## config.mk

```make
export PLATFORM = sky130hd
export DESIGN_NAME = pc_sequencer
export DESIGN_NICKNAME = d
export VERILOG_FILES = /design/src/rtl/pc_pkg.sv /design/src/rtl/ras_stack.sv /design/src/rtl/pc_sequencer.sv
export SDC_FILE = /design/constraint.sdc
export NUM_CORES = 1
export LEC_CHECK = 0
export ABC_CLOCK_PERIOD_IN_PS = 6400
export BUFFER_PORTS_ARGS = -buffer_cell sky130_fd_sc_hd__buf_2
export CORE_AREA = 5 5 169 171
export CTS_CLUSTER_DIAMETER = 50
export DETAILED_ROUTE_END_ITERATION = 7
export DIE_AREA = 0 0 174 176
export GPL_TIMING_DRIVEN = 0
export PLACE_DENSITY = 0.77
export RECOVER_POWER = 50
export SETUP_SLACK_MARGIN = 0.15
export SLEW_MARGIN = 15
export SYNTH_ARGS = -nofsm -noshare
export SYNTH_HDL_FRONTEND = slang
export SYNTH_SLANG_ARGS = --single-unit
```

## constraint.sdc

```tcl
create_clock -name clk -period 6.4 [get_ports clk]
set_input_delay 0.96 -clock clk [delete_from_list [all_inputs] [get_ports clk]]
set_output_delay 0.96 -clock clk [all_outputs]
set_load 0.01 [all_outputs]
```

## src/rtl/pc_pkg.sv

```systemverilog
// Shared types for the npc PC unit: next-PC select codes, sequencer states and the fixed instruction length.
package pc_pkg;

    typedef enum logic [2:0] {
        SEQ    = 3'd0,
        BRANCH = 3'd1,
        JAL    = 3'd2,
        JALR   = 3'd3,
        ECALL  = 3'd5,
        MRET   = 3'd6
    } pc_src_e;

    typedef enum logic [1:0] {
        ST_BOOT  = 2'd0,
        ST_FETCH = 2'd1,
        ST_EXEC  = 2'd2
    } pc_state_e;

    localparam int ILEN_BYTES = 4;

endpackage

```

## src/rtl/ras_stack.sv

```systemverilog
// Circular return-address stack: a push when full overwrites the oldest entry; push+pop replaces the top.
module ras_stack #(
    parameter int XLEN      = 32,
    parameter int RAS_DEPTH = 4
) (
    input  logic            clk,
    input  logic            rst,
    input  logic            push,
    input  logic            pop,
    input  logic [XLEN-1:0] push_data,
    output logic [XLEN-1:0] top,
    output logic            empty,
    output logic            full
);

    localparam int PTR_W = $clog2(RAS_DEPTH);
    localparam int CNT_W = $clog2(RAS_DEPTH + 1);

    logic [XLEN-1:0]  mem_q [RAS_DEPTH];
    logic [PTR_W-1:0] ptr_q, ptr_d, wr_idx;
    logic [CNT_W-1:0] count_q, count_d;
    logic             wr_en, do_pop;

    assign empty = (count_q == '0);
    assign full  = (count_q == CNT_W'(RAS_DEPTH));
    assign top   = empty ? '0 : mem_q[ptr_q];

    // A pop on an empty stack is dropped so a push in the same cycle behaves as a plain push.
    always_comb begin
        do_pop  = pop && !empty;
        ptr_d   = ptr_q;
        count_d = count_q;
        wr_en   = 1'b0;
        wr_idx  = ptr_q;
        if (push && do_pop) begin
            wr_en = 1'b1;
        end else if (push) begin
            wr_en  = 1'b1;
            wr_idx = ptr_q + PTR_W'(1);
            ptr_d  = ptr_q + PTR_W'(1);
            if (!full) count_d = count_q + CNT_W'(1);
        end else if (do_pop) begin
            ptr_d   = ptr_q - PTR_W'(1);
            count_d = count_q - CNT_W'(1);
        end
    end

    always_ff @(posedge clk) begin
        if (rst) begin
            ptr_q   <= '0;
            count_q <= '0;
        end else begin
            ptr_q   <= ptr_d;
            count_q <= count_d;
            if (wr_en) mem_q[wr_idx] <= push_data;
        end
    end

endmodule

```

## src/rtl/pc_sequencer.sv

```systemverilog
// Architectural PC owner for the npc core: fetch handshake, next-PC selection at commit,
// misaligned-target trapping and return-address prediction checking.
module pc_sequencer
    import pc_pkg::*;
#(
    parameter int              XLEN      = 32,
    parameter logic [XLEN-1:0] RESET_VEC = 32'h8000_0000,
    parameter int              RAS_DEPTH = 4
) (
    input  logic            clk,
    input  logic            rst,
    output logic            if_valid,
    input  logic            if_ready,
    output logic [XLEN-1:0] if_pc,
    input  logic            cmt_valid,
    input  logic [2:0]      cmt_src,
    input  logic            cmt_taken,
    input  logic [XLEN-1:0] cmt_imm,
    input  logic [XLEN-1:0] cmt_alu,
    input  logic            cmt_is_call,
    input  logic            cmt_is_ret,
    input  logic [XLEN-1:0] csr_mtvec,
    input  logic [XLEN-1:0] csr_mepc,
    output logic            exc_misalign,
    output logic [XLEN-1:0] exc_tval,
    output logic [XLEN-1:0] ras_top,
    output logic            ras_mispred,
    output pc_state_e       dbg_state,
    output logic            dbg_ras_full
);

    // Fetch handshake: a request transfers on a cycle where if_valid && if_ready; if_valid
    // and if_pc are held steady from FETCH entry until that cycle.
    pc_state_e       state_q, state_d;
    logic [XLEN-1:0] pc_q, pc_d;
    logic            exc_misalign_q, exc_misalign_d;
    logic [XLEN-1:0] exc_tval_q, exc_tval_d;
    logic            ras_mispred_q, ras_mispred_d;

    logic [XLEN-1:0] seq_pc, target;
    logic            check_align, commit, misalign;
    logic            ras_push, ras_pop, ras_empty;

    always_comb begin
        seq_pc      = pc_q + XLEN'(ILEN_BYTES);
        target      = RESET_VEC;
        check_align = 1'b0;
        case (cmt_src)
            SEQ:    target = seq_pc;
            BRANCH: begin
                target      = cmt_taken ? pc_q + cmt_imm : seq_pc;
                check_align = cmt_taken;
            end
            JAL:    begin
                target      = pc_q + cmt_imm;
                check_align = 1'b1;
            end
            JALR:   begin
                target      = cmt_alu & ~{{(XLEN-1){1'b0}}, 1'b1};
                check_align = 1'b1;
            end
            ECALL:  target = csr_mtvec;
            MRET:   target = csr_mepc;
            default: target = RESET_VEC;
        endcase
    end

    assign commit   = (state_q == ST_EXEC) && cmt_valid;
    assign misalign = commit && check_align && (target[1:0] != 2'b00);
    // A trapping instruction never retires its call/return side effects.
    assign ras_push = commit && !misalign && cmt_is_call;
    assign ras_pop  = commit && !misalign && cmt_is_ret;

    always_comb begin
        state_d = state_q;
        case (state_q)
            ST_BOOT:  state_d = ST_FETCH;
            ST_FETCH: if (if_ready) state_d = ST_EXEC;
            ST_EXEC:  if (cmt_valid) state_d = ST_FETCH;
            default:  state_d = ST_BOOT;
        endcase
        pc_d           = commit ? (misalign ? csr_mtvec : target) : pc_q;
        exc_misalign_d = misalign;
        exc_tval_d     = misalign ? target : '0;
        ras_mispred_d  = ras_pop && !ras_empty && (ras_top != target);
    end

    always_ff @(posedge clk) begin
        if (rst) begin
            state_q        <= ST_BOOT;
            pc_q           <= RESET_VEC;
            exc_misalign_q <= 1'b0;
            exc_tval_q     <= '0;
            ras_mispred_q  <= 1'b0;
        end else begin
            state_q        <= state_d;
            pc_q           <= pc_d;
            exc_misalign_q <= exc_misalign_d;
            exc_tval_q     <= exc_tval_d;
            ras_mispred_q  <= ras_mispred_d;
        end
    end

    ras_stack #(
        .XLEN      (XLEN),
        .RAS_DEPTH (RAS_DEPTH)
    ) u_ras (
        .clk       (clk),
        .rst       (rst),
        .push      (ras_push),
        .pop       (ras_pop),
        .push_data (seq_pc),
        .top       (ras_top),
        .empty     (ras_empty),
        .full      (dbg_ras_full)
    );

    assign if_valid     = (state_q == ST_FETCH);
    assign if_pc        = pc_q;
    assign exc_misalign = exc_misalign_q;
    assign exc_tval     = exc_tval_q;
    assign ras_mispred  = ras_mispred_q;
    assign dbg_state    = state_q;

endmodule
```

==> metrics.yaml <==
clock_network:
  cts.htree.levels: 1
  clkTransAtPathRegs_ps: 70
  tritoncts_num_sinks: 203
  post_cts_hold_buffer_count: 0
  tritoncts: "done"
  clock_buffer_count_from_cts: 23
  worst_skew_pair.late_latency_ps: 520
  cts_repair_resize_count: 0
  root_buffer_cell: "clkbuf_16"
  post-cts-setup-buffer-count: 0
  clock_buffer_depth: 3
yosys:
  synth.distinct_cells: 84
  synth_area_leaders: "edfxtp_1 32%, dfxtp_1 13%, mux4_2 6.1%, ha_1 3.8%, nor2_1 3.7%"
  synth.ff_latch_count: 203
  synth_fp_nets: 1326
  synthesis.area_per_instance_um2: 10.29
  synth_warnings: 0
  yosys.area.top_type_share: 0.3247
  synth.largest_area_cell: "edfxtp_1"
  number_of_standard_cells_after_synthesis: 1150
  synth.yosys.seq_area_share: 0.4515
  netlist_top_cells_count: "128 x edfxtp_1, 116 x nor2_1, 87 x nand2_1"
  most_instantiated_library_cell_after_synthesis: "edfxtp_1"
  leading_register_cell_type_out_of_synthesis: "edfxtp_1"
  synth_enable_flop_cells: 128
  synthesis.area_um2: 11840
  synthArstFlopShare: 0
sta:
  rsz_0062_raised_after_global_routing: "false"
  final_worst_path_period_share: 0.9071
  max_slew_margin: 0.2100
  finalWorstPathRequiredPeriod_ps: 5806
  maxClockFrequency_ghz: 0.1723
  setup-violations-final: 0
  setup-tns-final_ps: 0
  hold_slack_ps: 525.0
  timing_max_transition_violations_final: 0
  final_hold_viol_count: 0
  finalClockSkew_ps: 16.15
  timing_worst_slew_pin_value_ps: 1185
placed_design:
  dp.final_hpwl_mm: 35.67
  io_buffer_count: 236
  globalplace.congestion: 0.9946
floorplan:
  io_pins: 240
  dieArea_um2: 30620
  start_util: 0.4430
  row_count: 60
  die_width_um: 174
  die_y_um: 176
  core_region_area_um2: 26730
global_route:
  gr-usage-all-layers: 0.2853
  grt-ovfl-total: 0
  grt_first_pass_wirelength_mm: 66.89
  grt_pass1_vias: 10720
  largest_net_degree_at_the_start_of_global_routing: 15
  antenna_violations_before_repair: 1
power_and_ir_drop:
  power.density_cell_area_nw_per_um2: 215.3
  report.power.total_w: 0.003059
  vdd_ir_drop_max_mv: 0.1706
  leakage_nw: 5.303
job:
  maxCapViolCount: 0
setup_path:
  critPathTopFamily: "buffers and inverters"
  startpoint: "cmt_src[0]"
  critPathMostFrequentCell: "clkbuf_1"
  timing.setup.critical_path_class: "in -> reg"
  origin_of_the_critical_flop_to_flop_path: "if_pc[0]$_SDFFE_PP0P_"
  critPathMaxStageDelay_ps: 720
  worst_setup_path_start_kind: "input port"
  timing.critical_path.buf_inv: 8
  critPathArrivalTime_ps: 6020
  cp_data_required_time_ps: 6620
  critical_path_peak_fanout: 10
  worst_path_max_delay_cell: "nor3_2"
  timing.critical_path.cells: "clkbuf_1, clkbuf_1, nand3b_2, a21o_1, clkbuf_1, o22a_1, a2111o_1, clkbuf_1, clkbuf_1, nand4_1, inv_1, ha_1, nand2b_1, o21ai_0, a22oi_1, nor3_2, buf_6, buf_6"
  worstSetupEndpointType: "flip-flop"
routing:
  wl_per_cell_um: 25.62
  met2WireLength_mm: 20.74
  top_layer_used: "met4"
  drc: 0
  antenna_violation_net_count_after_detailed_routing: 0
  initialDrtViolationCount: 1319
  metal_1_wl_mm: 17.85
  drt_first_pass_iters: 5
  met3_wirelength_mm: 4.855
  vias: 11080
  postRouteWirelength_mm: 45.66
  post_detailed_route_via_to_cell_ratio: 6.220
final_layout:
  utilization: 0.5318
  n_antenna_cell: 0
  final_net_count: 1600
  drive_gt1_frac: 0.2082
  flow.area_growth_from_synthesis_pct: 20.05
min_path:
  worstHoldStart: "if_pc[30]$_SDFFE_PP0P_"
  hold_class: "reg -> reg"
run_status:
  run_status: "finished clean"
-- through the flow --
stage | setup WS, ps | std cells | cell area, um^2
final | 594.5 | 1782 | 14210
after global routing | 429.9 | 1782 | 14210
after CTS | 941.4 | 1782 | 14330
after detailed placement | 462.3 | 1740 | 13590
after global placement | -2345 | 1727 | 13450
after floorplan | 262.4 | 1150 | 11840
-- per-layer routing --
metal,vias to the layer above,track usage
met2,723,0.4545
met5,-,0
met3,140,0.05931
met1,5295,0.3834
li1,4926,-
met4,0,0.1151
-- where the power goes --
| group | switching [W] | internal [W] |
|---|---|---|
| registers | 0.00000765 | 0.00138 |
| clock network | 0.000568 | 0.000727 |
| logic | 0.000242 | 0.000133 |
| total | 0.000817 | 0.00224 |
-- final timing paths --
kind | slack (ps) | endpoint | cells after the start
worst max-delay path | 590 | u_ras.mem_q[3][22]$_DFFE_PP_ | 18
worst min-delay path | 530 | if_pc[30]$_SDFFE_PP0P_ | 2
worst max register to register | 1070 | u_ras.mem_q[3][22]$_DFFE_PP_ | 16
worst min register to register | 530 | if_pc[30]$_SDFFE_PP0P_ | 2
-- kinds of logic after synthesis --
| family | after synthesis | share of synthesized area |
|---|---|---|
| buffers and inverters | 101 | 0.03879 |
| and+or+nand+nor | 390 | 0.1660 |
| xor gates and xnor gates | 73 | 0.05401 |
| AOI/OAI and AO/OA | 304 | 0.1797 |
| adders and majority gates | 38 | 0.04143 |
| muxes | 41 | 0.06859 |
| DFF | 203 | 0.4515 |
-- cells in the final DEF (no fill, tap or decap), types with 11 or more instances in the layout --
cell / instances
buf_2: 182
edfxtp_1: 128
clkbuf_1: 125
nor2_1: 116
nand2_1: 87
a21oi_1: 85
dfxtp_1: 75
o21ai_0: 44
xnor2_1: 39
ha_1: 36
xor2_1: 34
mux4_2: 32
nand3_1: 29
a211oi_1: 28
nand4_1: 28
and2_1: 27
a22oi_1: 23
clkbuf_16: 23
inv_1: 20
o21a_1: 16
nor3_1: 15
o211ai_1: 14
a221oi_1: 12
buf_6: 11
nor4_1: 11
-- tightest hold or removal path, delay by kind of cell, from the launching register on --
kind | cells | cell delay [ps]
AOI/OAI and AO/OA | 1 | 50
and+or+nand+nor | 1 | 70
DFF | 1 | 350
-- registers in the layout, summed over array words and instances, names as in the netlist, named ones only --
name	flops
if_pc	32
dbg_state	2
u_ras.mem_q	128
u_ras.count_q	3
exc_tval	32
u_ras.ptr_q	2
ras_mispred	1
exc_misalign	1
-- area by class of cell --
class	instances	area, um^2
tap	341	426.7
multi-input combinational	846	6043
sequential	203	5345
inverter	21	78.83
timing repair buffer	249	1216
buffer	80	366.6
fill	2444	12510
clock inverter	15	135.1
clock buffer	27	600.6
Note: power is estimated with default switching activity, not from simulation.
